===== src/rtl/dsp_pkg.sv =====
// Shared encodings and helpers for the DSP issue sequencer.
package dsp_pkg;

  localparam int unsigned RES_LAT_MAX = 3;
  localparam int unsigned CNT_W       = 2;

  typedef enum logic [1:0] {
    MODE_HALF = 2'd0,
    MODE_A9   = 2'd1,
    MODE_FULL = 2'd2,
    MODE_ILL  = 2'd3
  } mode_e;

  typedef enum logic [1:0] {
    S_IDLE  = 2'd0,
    S_ISSUE = 2'd1,
    S_WAIT  = 2'd2,
    S_HOLD  = 2'd3
  } state_e;

  // Number of issue beats the datapath needs for a mode; illegal mode issues as one beat.
  function automatic logic [2:0] beats_for_mode(input logic [1:0] mode);
    case (mode)
      MODE_A9:   beats_for_mode = 3'd2;
      MODE_FULL: beats_for_mode = 3'd4;
      default:   beats_for_mode = 3'd1;
    endcase
  endfunction

endpackage


===== src/rtl/dsp_issue_sequencer_if.sv =====
// Request and result handshakes between a requester and the issue sequencer.
interface dsp_issue_sequencer_if #(
  parameter int unsigned N = 16,
  parameter int unsigned M = 16
);
  logic             req_valid;
  logic             req_ready;
  logic [1:0]       req_mode;
  logic [N-1:0]     req_a;
  logic [M-1:0]     req_b;
  logic [N+M-1:0]   req_c;
  logic             req_mac;
  logic [1:0]       req_shift;
  logic             res_valid;
  logic             res_ready;
  logic [N+M-1:0]   res_data;
  logic             res_err;

  modport master (
    output req_valid, req_mode, req_a, req_b, req_c, req_mac, req_shift, res_ready,
    input  req_ready, res_valid, res_data, res_err
  );

  modport slave (
    input  req_valid, req_mode, req_a, req_b, req_c, req_mac, req_shift, res_ready,
    output req_ready, res_valid, res_data, res_err
  );
endinterface


===== src/rtl/dsp_issue_sequencer.sv =====
// Issues one request to the MAC datapath for the mode's beat count and holds the result.
module dsp_issue_sequencer
  import dsp_pkg::*;
#(
  parameter int unsigned N       = 16,
  parameter int unsigned M       = 16,
  parameter int unsigned RES_LAT = 0
) (
  input  logic                 clk,
  input  logic                 reset_n,
  dsp_issue_sequencer_if.slave bus,
  output logic                 dsp_start,
  output logic                 dsp_mac,
  output logic [1:0]           dsp_mode,
  output logic [1:0]           dsp_barrel_shifter,
  output logic [N-1:0]         dsp_aa,
  output logic [M-1:0]         dsp_bb,
  output logic [N+M-1:0]       dsp_cc,
  input  logic [N+M-1:0]       dsp_out,
  output logic                 busy
);

  localparam int unsigned W = N + M;
  localparam logic HAS_WAIT = (RES_LAT != 0);
  localparam logic [CNT_W-1:0] WAIT_LOAD = (RES_LAT != 0) ? CNT_W'(RES_LAT - 1) : '0;

  state_e           state_q, state_d;
  logic [CNT_W-1:0] cnt_q;
  logic [N-1:0]     a_q;
  logic [M-1:0]     b_q;
  logic [W-1:0]     c_q;
  logic [W-1:0]     res_q;
  logic [1:0]       mode_q;
  logic [1:0]       shift_q;
  logic             mac_q;
  logic             start_q;
  logic             err_q;
  logic             accept;
  logic             capture;

  assign accept  = (state_q == S_IDLE) && bus.req_valid;
  assign capture = (state_d == S_HOLD) && (state_q != S_HOLD);

  // State register.
  always_ff @(posedge clk or negedge reset_n) begin
    if (!reset_n) state_q <= S_IDLE;
    else          state_q <= state_d;
  end

  // Next-state decode; the beat/latency counter reaching zero ends ISSUE and WAIT.
  always_comb begin
    state_d = state_q;
    case (state_q)
      S_IDLE:  if (bus.req_valid) state_d = S_ISSUE;
      S_ISSUE: if (cnt_q == '0)   state_d = HAS_WAIT ? S_WAIT : S_HOLD;
      S_WAIT:  if (cnt_q == '0)   state_d = S_HOLD;
      S_HOLD:  if (bus.res_ready) state_d = S_IDLE;
      default: state_d = S_IDLE;
    endcase
  end

  // Operand capture, shared down-counter and result register.
  always_ff @(posedge clk or negedge reset_n) begin
    if (!reset_n) begin
      cnt_q   <= '0;
      a_q     <= '0;
      b_q     <= '0;
      c_q     <= '0;
      res_q   <= '0;
      mode_q  <= '0;
      shift_q <= '0;
      mac_q   <= 1'b0;
      start_q <= 1'b0;
      err_q   <= 1'b0;
    end else begin
      if (accept) begin
        a_q     <= bus.req_a;
        b_q     <= bus.req_b;
        c_q     <= bus.req_c;
        mac_q   <= bus.req_mac;
        shift_q <= bus.req_shift;
        mode_q  <= (bus.req_mode == MODE_ILL) ? 2'(MODE_HALF) : bus.req_mode;
        err_q   <= (bus.req_mode == MODE_ILL);
        start_q <= 1'b1;
        cnt_q   <= CNT_W'(beats_for_mode(bus.req_mode) - 3'd1);
      end else if (state_q == S_ISSUE) begin
        start_q <= 1'b0;
        cnt_q   <= (cnt_q == '0) ? WAIT_LOAD : cnt_q - CNT_W'(1);
      end else if (state_q == S_WAIT && cnt_q != '0) begin
        cnt_q <= cnt_q - CNT_W'(1);
      end
      if (capture) res_q <= dsp_out;
    end
  end

  // Output decode; datapath pins carry operands only while ISSUE/WAIT.
  always_comb begin
    bus.req_ready      = 1'b0;
    bus.res_valid      = 1'b0;
    busy               = (state_q != S_IDLE);
    dsp_start          = 1'b0;
    dsp_mode           = '0;
    dsp_aa             = '0;
    dsp_bb             = '0;
    dsp_cc             = '0;
    dsp_mac            = mac_q;
    dsp_barrel_shifter = shift_q;
    case (state_q)
      S_IDLE: bus.req_ready = 1'b1;
      S_ISSUE, S_WAIT: begin
        dsp_start = start_q && (state_q == S_ISSUE);
        dsp_mode  = mode_q;
        dsp_aa    = a_q;
        dsp_bb    = b_q;
        dsp_cc    = c_q;
      end
      S_HOLD: bus.res_valid = 1'b1;
      default: ;
    endcase
  end

  assign bus.res_data = res_q;
  assign bus.res_err  = err_q;

endmodule


===== src/flat_wrapper.sv =====
// flat-port wrapper written by rule: the top's interface ports become plain ports
module dsp_issue_sequencer_flat import dsp_pkg::*;
#(
  parameter int unsigned N       = 16,
  parameter int unsigned M       = 16,
  parameter int unsigned RES_LAT = 0
)
  (clk, reset_n, dsp_start, dsp_mac, dsp_mode, dsp_barrel_shifter, dsp_aa, dsp_bb, dsp_cc, dsp_out, busy, bus_req_valid, bus_req_mode, bus_req_a, bus_req_b, bus_req_c, bus_req_mac, bus_req_shift, bus_res_ready, bus_req_ready, bus_res_valid, bus_res_data, bus_res_err);
  dsp_issue_sequencer_if #(.N(N), .M(M)) bus_i ();
  input  logic clk;
  input  logic reset_n;
  output logic dsp_start;
  output logic dsp_mac;
  output logic [1:0] dsp_mode;
  output logic [1:0] dsp_barrel_shifter;
  output logic [N-1:0] dsp_aa;
  output logic [M-1:0] dsp_bb;
  output logic [N+M-1:0] dsp_cc;
  input  logic [N+M-1:0] dsp_out;
  output logic busy;
  input wire logic [$bits(bus_i.req_valid)-1:0] bus_req_valid;
  input wire logic [$bits(bus_i.req_mode)-1:0] bus_req_mode;
  input wire logic [$bits(bus_i.req_a)-1:0] bus_req_a;
  input wire logic [$bits(bus_i.req_b)-1:0] bus_req_b;
  input wire logic [$bits(bus_i.req_c)-1:0] bus_req_c;
  input wire logic [$bits(bus_i.req_mac)-1:0] bus_req_mac;
  input wire logic [$bits(bus_i.req_shift)-1:0] bus_req_shift;
  input wire logic [$bits(bus_i.res_ready)-1:0] bus_res_ready;
  output wire logic [$bits(bus_i.req_ready)-1:0] bus_req_ready;
  output wire logic [$bits(bus_i.res_valid)-1:0] bus_res_valid;
  output wire logic [$bits(bus_i.res_data)-1:0] bus_res_data;
  output wire logic [$bits(bus_i.res_err)-1:0] bus_res_err;
  assign bus_i.req_valid = bus_req_valid;
  assign bus_i.req_mode = bus_req_mode;
  assign bus_i.req_a = bus_req_a;
  assign bus_i.req_b = bus_req_b;
  assign bus_i.req_c = bus_req_c;
  assign bus_i.req_mac = bus_req_mac;
  assign bus_i.req_shift = bus_req_shift;
  assign bus_i.res_ready = bus_res_ready;
  assign bus_req_ready = bus_i.req_ready;
  assign bus_res_valid = bus_i.res_valid;
  assign bus_res_data = bus_i.res_data;
  assign bus_res_err = bus_i.res_err;
  dsp_issue_sequencer #(.N(N), .M(M), .RES_LAT(RES_LAT)) u_core (.clk(clk), .reset_n(reset_n), .bus(bus_i), .dsp_start(dsp_start), .dsp_mac(dsp_mac), .dsp_mode(dsp_mode), .dsp_barrel_shifter(dsp_barrel_shifter), .dsp_aa(dsp_aa), .dsp_bb(dsp_bb), .dsp_cc(dsp_cc), .dsp_out(dsp_out), .busy(busy));
endmodule

===== config.mk =====
export PLATFORM = sky130hd
export DESIGN_NAME = dsp_issue_sequencer_flat
export DESIGN_NICKNAME = d
export VERILOG_FILES = /design/src/rtl/dsp_pkg.sv /design/src/rtl/dsp_issue_sequencer_if.sv /design/src/rtl/dsp_issue_sequencer.sv /design/src/flat_wrapper.sv
export SDC_FILE = /design/constraint.sdc
export NUM_CORES = 1
export LEC_CHECK = 0
export BUFFER_PORTS_ARGS = -buffer_cell sky130_fd_sc_hd__buf_2
export CORE_ASPECT_RATIO = 1.75
export CORE_UTILIZATION = 28
export CTS_BUF_LIST = sky130_fd_sc_hd__clkbuf_2 sky130_fd_sc_hd__clkbuf_4 sky130_fd_sc_hd__clkbuf_8
export DETAILED_ROUTE_END_ITERATION = 10
export GPL_TIMING_DRIVEN = 0
export PLACE_DENSITY = 0.59
export SETUP_SLACK_MARGIN = 0.4
export SLEW_MARGIN = 0
export SYNTH_ARGS = -nofsm -noshare
export SYNTH_HDL_FRONTEND = slang
export SYNTH_SLANG_ARGS = --single-unit

===== constraint.sdc =====
create_clock -name clk -period 2.6 [get_ports clk]
set_input_delay 0.26 -clock clk [delete_from_list [all_inputs] [get_ports clk]]
set_output_delay 0.26 -clock clk [all_outputs]
set_load 0.01 [all_outputs]

==> flow_summary_export.csv, run 1 <==
group,metric,value,unit
status,status,"finished, final reports clean",
cts,cts_root_buf,"clkbuf_8",
cells_and_area,ff_latch_area,2678,um2
cts,cts_buffers,9,
global_route,grt_max_degree,60,
cells_and_area,multi_input_area,1938,um2
power,p_comb_share,57.5,%
global_route,antenna_found_initial,0,
setup_path,slowest_stage,"or4_4",
setup_path,cp.buffers_inverters,3,
synth,ys_types,22,
cts,clock_latency,0.37,ns
floorplanning,die_y,174.2,um
routing,wl,11180,um
synth,yosysSeqAreaShare,56.45,%
setup_path,cp_max_fo,10,
synth,syn_nets,443,
timing,clock_skew,0.01971,ns
cts,htreeDepth,3,
setup_path,crit_required,2.84,ns
routing,dr_total_vias,3401,
routing,antenna_left,0,
placed_design,dp_slack,0.2518,ns
timing,rsz0062_at_grt,"true",
timing,hold_viol,0,
synth,ys_seq_elements,107,
setup_path,cp_cell_sequence,"inv_2 -> ha_4 -> nor4b_4 -> nor2_1 -> or4_4 -> buf_8 -> buf_12 -> mux2_4",
cells_and_area,final_common_cell,"buf_2",
global_route,grtUsageMet1,12.63,%
power,switching_share,35.60,%
timing,timing.final.ws_setup,0.3579,ns
global_route,gr-max-usage-layer,"met2",
cells_and_area,fin_area,6476,um2
power,power.internal,5.869,mW
routing,first_pass_iters,3,
setup_path,slowest_delay,0.44,ns
routing,drc_errors,0,
floorplanning,ios,211,
worst_hold_path,hold_path_class,"in -> reg",
global_route,gr-total-overflow,0,
timing,maxSlewViolCount,0,
cells_and_area,insertedDiodeCount,0,
timing,fin_setup_tns,0,ns
cells_and_area,syn_to_final_growth,36.53,%
floorplanning,die_area,17490,um2
placed_design,hpwl,8606,um
cts,cts_num_sinks,107,
synth,yosysWarnings,0,
power,p_per_area,1407,nW/um2
synth,syn_area,4743,um2
global_route,grtUsageMet2,25.17,%
routing,avgViaCountPerCell,4.262,
power,leakagePower,3.342,nW
floorplanning,fp-row-count,62,
synth,synth_top_cell_by_area,"dfrtp_1",
global_route,grt_pass1_wl,17380,um
cells_and_area,final_cell_mix,"buf_2, dfrtp_1, mux2_2",
power,sequentialPowerShare,32.0,%
global_route,track_usage,12.95,%
placed_design,port_buffers,210,
synth,synth_top_cell_area_share,56.45,%
cells_and_area,final_layout_size_suffix_gt1_share,63.24,%
placed_design,gp_congestion,0.6828,
cells_and_area,fin_nets,683,
global_route,use_met3,3.136,%
power,worst_ir_drop_vdd,515.6,uV
synth,postSynthAreaPerCell,14.37,um2
timing,fin_crit_sh,86.23,%
routing,post_drt_wl_per_cell,14.00,um
routing,initialDrtViolationCount,51,
synth,synth_area_leaders,"dfrtp_1, mux2_2, mux2_4",
cells_and_area,fillCellCount,1643,
setup_path,start_kind,"flop",
run,max_cap_violations,0,
timing,fmax,446.0,MHz
setup_path,cp_top_family,"simple AND/OR/NAND/NOR gates",
floorplanning,die_x,100.4,um
placed_design,dpl_cell_area,6120,um2
cts,path_clk_slew,0.11,ns
timing,relSlewSlack,47.43,%
floorplanning,coreArea,16520,um2
cts,tritoncts,"done",
timing,worst_slew_pin_slew,0.7885,ns
setup_path,path_class,"reg -> reg",
setup_path,crit_arrival,2.48,ns
timing,layout_min_cycle_time,2.242,ns
setup_path,end_kind,"flop",
cts,max-clock-path-buffers,2,
floorplanning,initial_core_util,28.71,%
power,switchingPower,3.244,mW
power,clkPwrFrac,10.5,%
global_route,grt_pass1_vias,3595,
synth,synth_cells,330,
timing,setup_violations,0,
[power by group through the flow]
stage          sequential, mW  clock, mW  combinational, mW
2_1_floorplan            3.01          0               3.15
3_3_place_gp             2.91          0               4.82
3_5_place_dp             2.97          0               4.90
4_1_cts                  2.92       1.04               5.23
5_1_grt                  3.02       1.09               5.69
6_report                 2.91      0.960               5.24
[synth_stat cells]
cell      number
nand3_1        1
buf_12         3
o21ai_0        1
mux2i_1        1
o21bai_1       1
mux2_4        30
a211oi_1       1
mux2_2        71
nor3b_1        2
nor2_1         3
and2_1        67
buf_6          1
o211ai_1       1
nor4b_4        1
a21oi_1        4
nand2_1        4
dfrtp_1      107
a21boi_0       1
inv_1          7
clkbuf_1      14
ha_1           8
or4_4          1
[layout make-up]
| type | instances | area share [%] |
|---|---|---|
| well taps | 224 | 4.328 |
| repair buffers | 229 | 18.93 |
| inverters | 7 | 0.4057 |
| multi-input cells | 198 | 29.93 |
| flip-flops and latches | 107 | 41.34 |
| clock buffers | 11 | 2.241 |
| plain buffers | 18 | 2.280 |
| clock inverters | 4 | 0.5410 |
[metal layers]
layer	routed length, um	part of all wire, %	vias up
li1	-	-	1586
met3	621	5.6	15
met4	235	2.1	0
met2	6278	56	125
met5	0	0	-
met1	4040	36	1675
[cells by family (layout without fill, tap and decap cells)]
group	count (synthesis)	in the layout	synth area share [%]
compound gates	9	9	1.161
buf+inv	25	269	3.166
simple gates	79	79	10.55
mux	102	102	26.56
fa+ha+maj	8	8	2.110
flops	107	107	56.45
[metrics by stage]
stage / instances / total power [mW] / hold WS [ns] / utilization, %
3_5_place_dp: 765 / 7.864 / 0.3948 / 37.04
6_report: 798 / 9.113 / 0.1160 / 39.19
3_3_place_gp: 764 / 7.724 / 0.4627 / 36.85
4_1_cts: 796 / 9.188 / 0.07946 / 38.94
5_1_grt: 798 / 9.803 / 0.07796 / 39.19
2_1_floorplan: 330 / 6.157 / -0.03559 / -
[worst paths after layout]
path	cells past startpoint	slack, ns	endpoint	from
max reg2reg	8	0.36	u_core.bus.res_data[28]$_DFFE_PN0P_	u_core.state_q[0]$_DFF_PN0_
min in group asynchronous	2	0.51	u_core.c_q[15]$_DFFE_PN0P_	reset_n
max	8	0.36	u_core.bus.res_data[28]$_DFFE_PN0P_	u_core.state_q[0]$_DFF_PN0_
max in group asynchronous	3	1.36	u_core.c_q[4]$_DFFE_PN0P_	reset_n
min reg2reg	2	0.48	u_core.mode_q[1]$_DFFE_PN0P_	u_core.mode_q[1]$_DFFE_PN0P_
min	2	0.12	u_core.bus.res_data[12]$_DFFE_PN0P_	dsp_out[12]
[flip-flops by register name, summed over array words and instances, names as in the netlist]
signal and flops:
u_core.c_q 32, u_core.state_q 2, u_core.mode_q 2, u_core.b_q 16, u_core.a_q 16, u_core.start_q 1
u_core.bus.res_data 32, u_core.dsp_mac 1, u_core.cnt_q 2, u_core.dsp_barrel_shifter 2, u_core.bus.res_err 1
[worst register-to-register path: cells and delay by family (launching register included)]
kind	cells	cell delay [ns]
adder cells (fa/ha/maj)	1	0.29
buffers and inverters	3	0.39
flip-flops	1	0.39
multiplexers	1	0.30
AND/OR/NAND/NOR	3	0.75
[what timing repair did]
item	in CTS	in global routing
hold endpoints to repair	58	0
endpoints found under the setup margin	76	100
setup buffers	15	2
pin swaps	1	0
gates cloned	0	0
gates resized for setup	7	18
hold buffers	1	0
(Power assumes the default switching activity.)
==> run 2: changes to the inputs <==
- CORE_UTILIZATION: 28 -> 49
- PLACE_DENSITY: 0.59 -> 0.9
- TNS_END_PERCENT: not set -> 20
==> flow_summary_export.csv, run 2 (synthesis results as in run 1) <==
group,metric,value,unit
status,status,"finished, final reports clean",
timing,timing.final.ws_setup,0.3798,ns
placed_design,hpwl,8144,um
timing,worst_slew_pin_slew,0.7183,ns
setup_path,crit_arrival,2.44,ns
cells_and_area,final_common_cell,"buf_2",
routing,avgViaCountPerCell,4.863,
setup_path,start_kind,"flop",
global_route,grt_max_degree,56,
placed_design,gp_congestion,0.7833,
cells_and_area,final_util,66.54,%
placed_design,dp_slack,0.3022,ns
cells_and_area,final_cells,686,
routing,wl_met2,5994,um
setup_path,r2r_slack,0.38,ns
setup_path,end_kind,"flop",
cts,cts_root_buf,"clkbuf_8",
routing,dr.max_layer_used,"met4",
timing,setup_violations,0,
setup_path,path_class,"reg -> reg",
cells_and_area,insertedDiodeCount,0,
timing,hold_viol,0,
timing,fin_crit_sh,85.39,%
routing,m1WireLength,3877,um
routing,initialDrtViolationCount,61,
global_route,track_usage,22.18,%
floorplanning,die_x,76.38,um
routing,post_drt_wl_per_cell,15.40,um
floorplanning,coreArea,9409,um2
global_route,antenna_found_initial,0,
cts,cts_buffers,9,
setup_path,cp_top_family,"simple AND/OR/NAND/NOR gates",
power,leakagePower,3.280,nW
cells_and_area,fin_nets,672,
setup_path,cp_max_fo,10,
global_route,grt_pass1_vias,3662,
floorplanning,fp-row-count,47,
timing,rsz0062_at_grt,"true",
setup_path,slowest_stage,"or4_4",
timing,holdWs,0.1358,ns
cells_and_area,fillCellCount,724,
timing,fin_setup_tns,0,ns
cts,cts_num_sinks,107,
power,p_per_area,1424,nW/um2
timing,clock_skew,0.009904,ns
setup_path,cp.buffers_inverters,3,
floorplanning,die_area,10090,um2
power,p_total,8.915,mW
setup_path,slowest_delay,0.44,ns
placed_design,dpl_cell_area,5992,um2
placed_design,placed_cells,663,
power,worst_ir_drop_vdd,872.9,uV
placed_design,port_buffers,210,
floorplanning,ios,211,
setup_path,crit_required,2.82,ns
floorplanning,initial_core_util,50.41,%
cts,max-clock-path-buffers,2,
routing,drc_errors,0,
cts,htreeDepth,3,
setup_path,cp_cell_sequence,"inv_2 -> ha_4 -> nor4b_4 -> nor2_2 -> or4_4 -> buf_8 -> buf_12 -> mux2_4",
cells_and_area,final_cell_mix,"buf_2, dfrtp_1, mux2_2",
cts,clock_latency,0.35,ns
cts,path_clk_slew,0.10,ns
routing,first_pass_iters,4,
global_route,grt_pass1_wl,17640,um
routing,antenna_left,0,
cts,tritoncts,"done",
cells_and_area,fin_area,6261,um2
floorplanning,die_y,132.2,um
worst_hold_path,hold_path_class,"in -> reg",
routing,wl,10570,um
routing,dr_total_vias,3336,
routing,wl_met3,430,um
timing,layout_min_cycle_time,2.220,ns
cells_and_area,syn_to_final_growth,32.00,%
timing,relSlewSlack,52.11,%
cells_and_area,final_layout_size_suffix_gt1_share,61.88,%
global_route,gr-total-overflow,0,
timing,fmax,450.4,MHz
timing,maxSlewViolCount,0,
run,max_cap_violations,0,
[run 2: worst paths after layout]
path / startpoint / to / depth (start not counted)
max: u_core.state_q[1]$_DFF_PN0_ / u_core.bus.res_data[6]$_DFFE_PN0P_ / 8
min: bus_req_a[13] / u_core.a_q[13]$_DFFE_PN0P_ / 2
max reg2reg: u_core.state_q[1]$_DFF_PN0_ / u_core.bus.res_data[6]$_DFFE_PN0P_ / 8
min reg2reg: u_core.mode_q[1]$_DFFE_PN0P_ / u_core.mode_q[1]$_DFFE_PN0P_ / 2
max in group asynchronous: reset_n / u_core.c_q[9]$_DFFE_PN0P_ / 3
min in group asynchronous: reset_n / u_core.bus.res_data[23]$_DFFE_PN0P_ / 2
[run 2: metal layers]
layer,GRT usage (%),vias up
met4,8.440,0
met1,24.31,1617
li1,-,1565
met2,41.59,134
met3,4.152,20
met5,0,-
[run 2: what timing repair did]
action	CTS	global route
pin swaps	1	0
endpoints found under the setup margin	76	52
cloned	0	0
gates resized for setup	5	4
setup buffers	3	3
hold endpoints to repair	46	0
hold buffers	1	0
[run 2: layout make-up]
type / count / area, um2 / area share [%]
Timing Repair Buffer: 218 / 1136 / 18.15
Clock inverter: 4 / 50.05 / 0.7994
Clock buffer: 12 / 152.6 / 2.438
Inverter: 7 / 26.28 / 0.4197
Buffer: 18 / 132.6 / 2.118
Tap cell: 122 / 152.6 / 2.438
Sequential cell: 107 / 2678 / 42.77
Multi-Input combinational cell: 198 / 1933 / 30.88
[run 2: power by group]
part           internal (mW)  switching [mW]
clock network          0.493           0.521
registers               2.52           0.419
logic                   2.73            2.23
total                   5.75            3.17
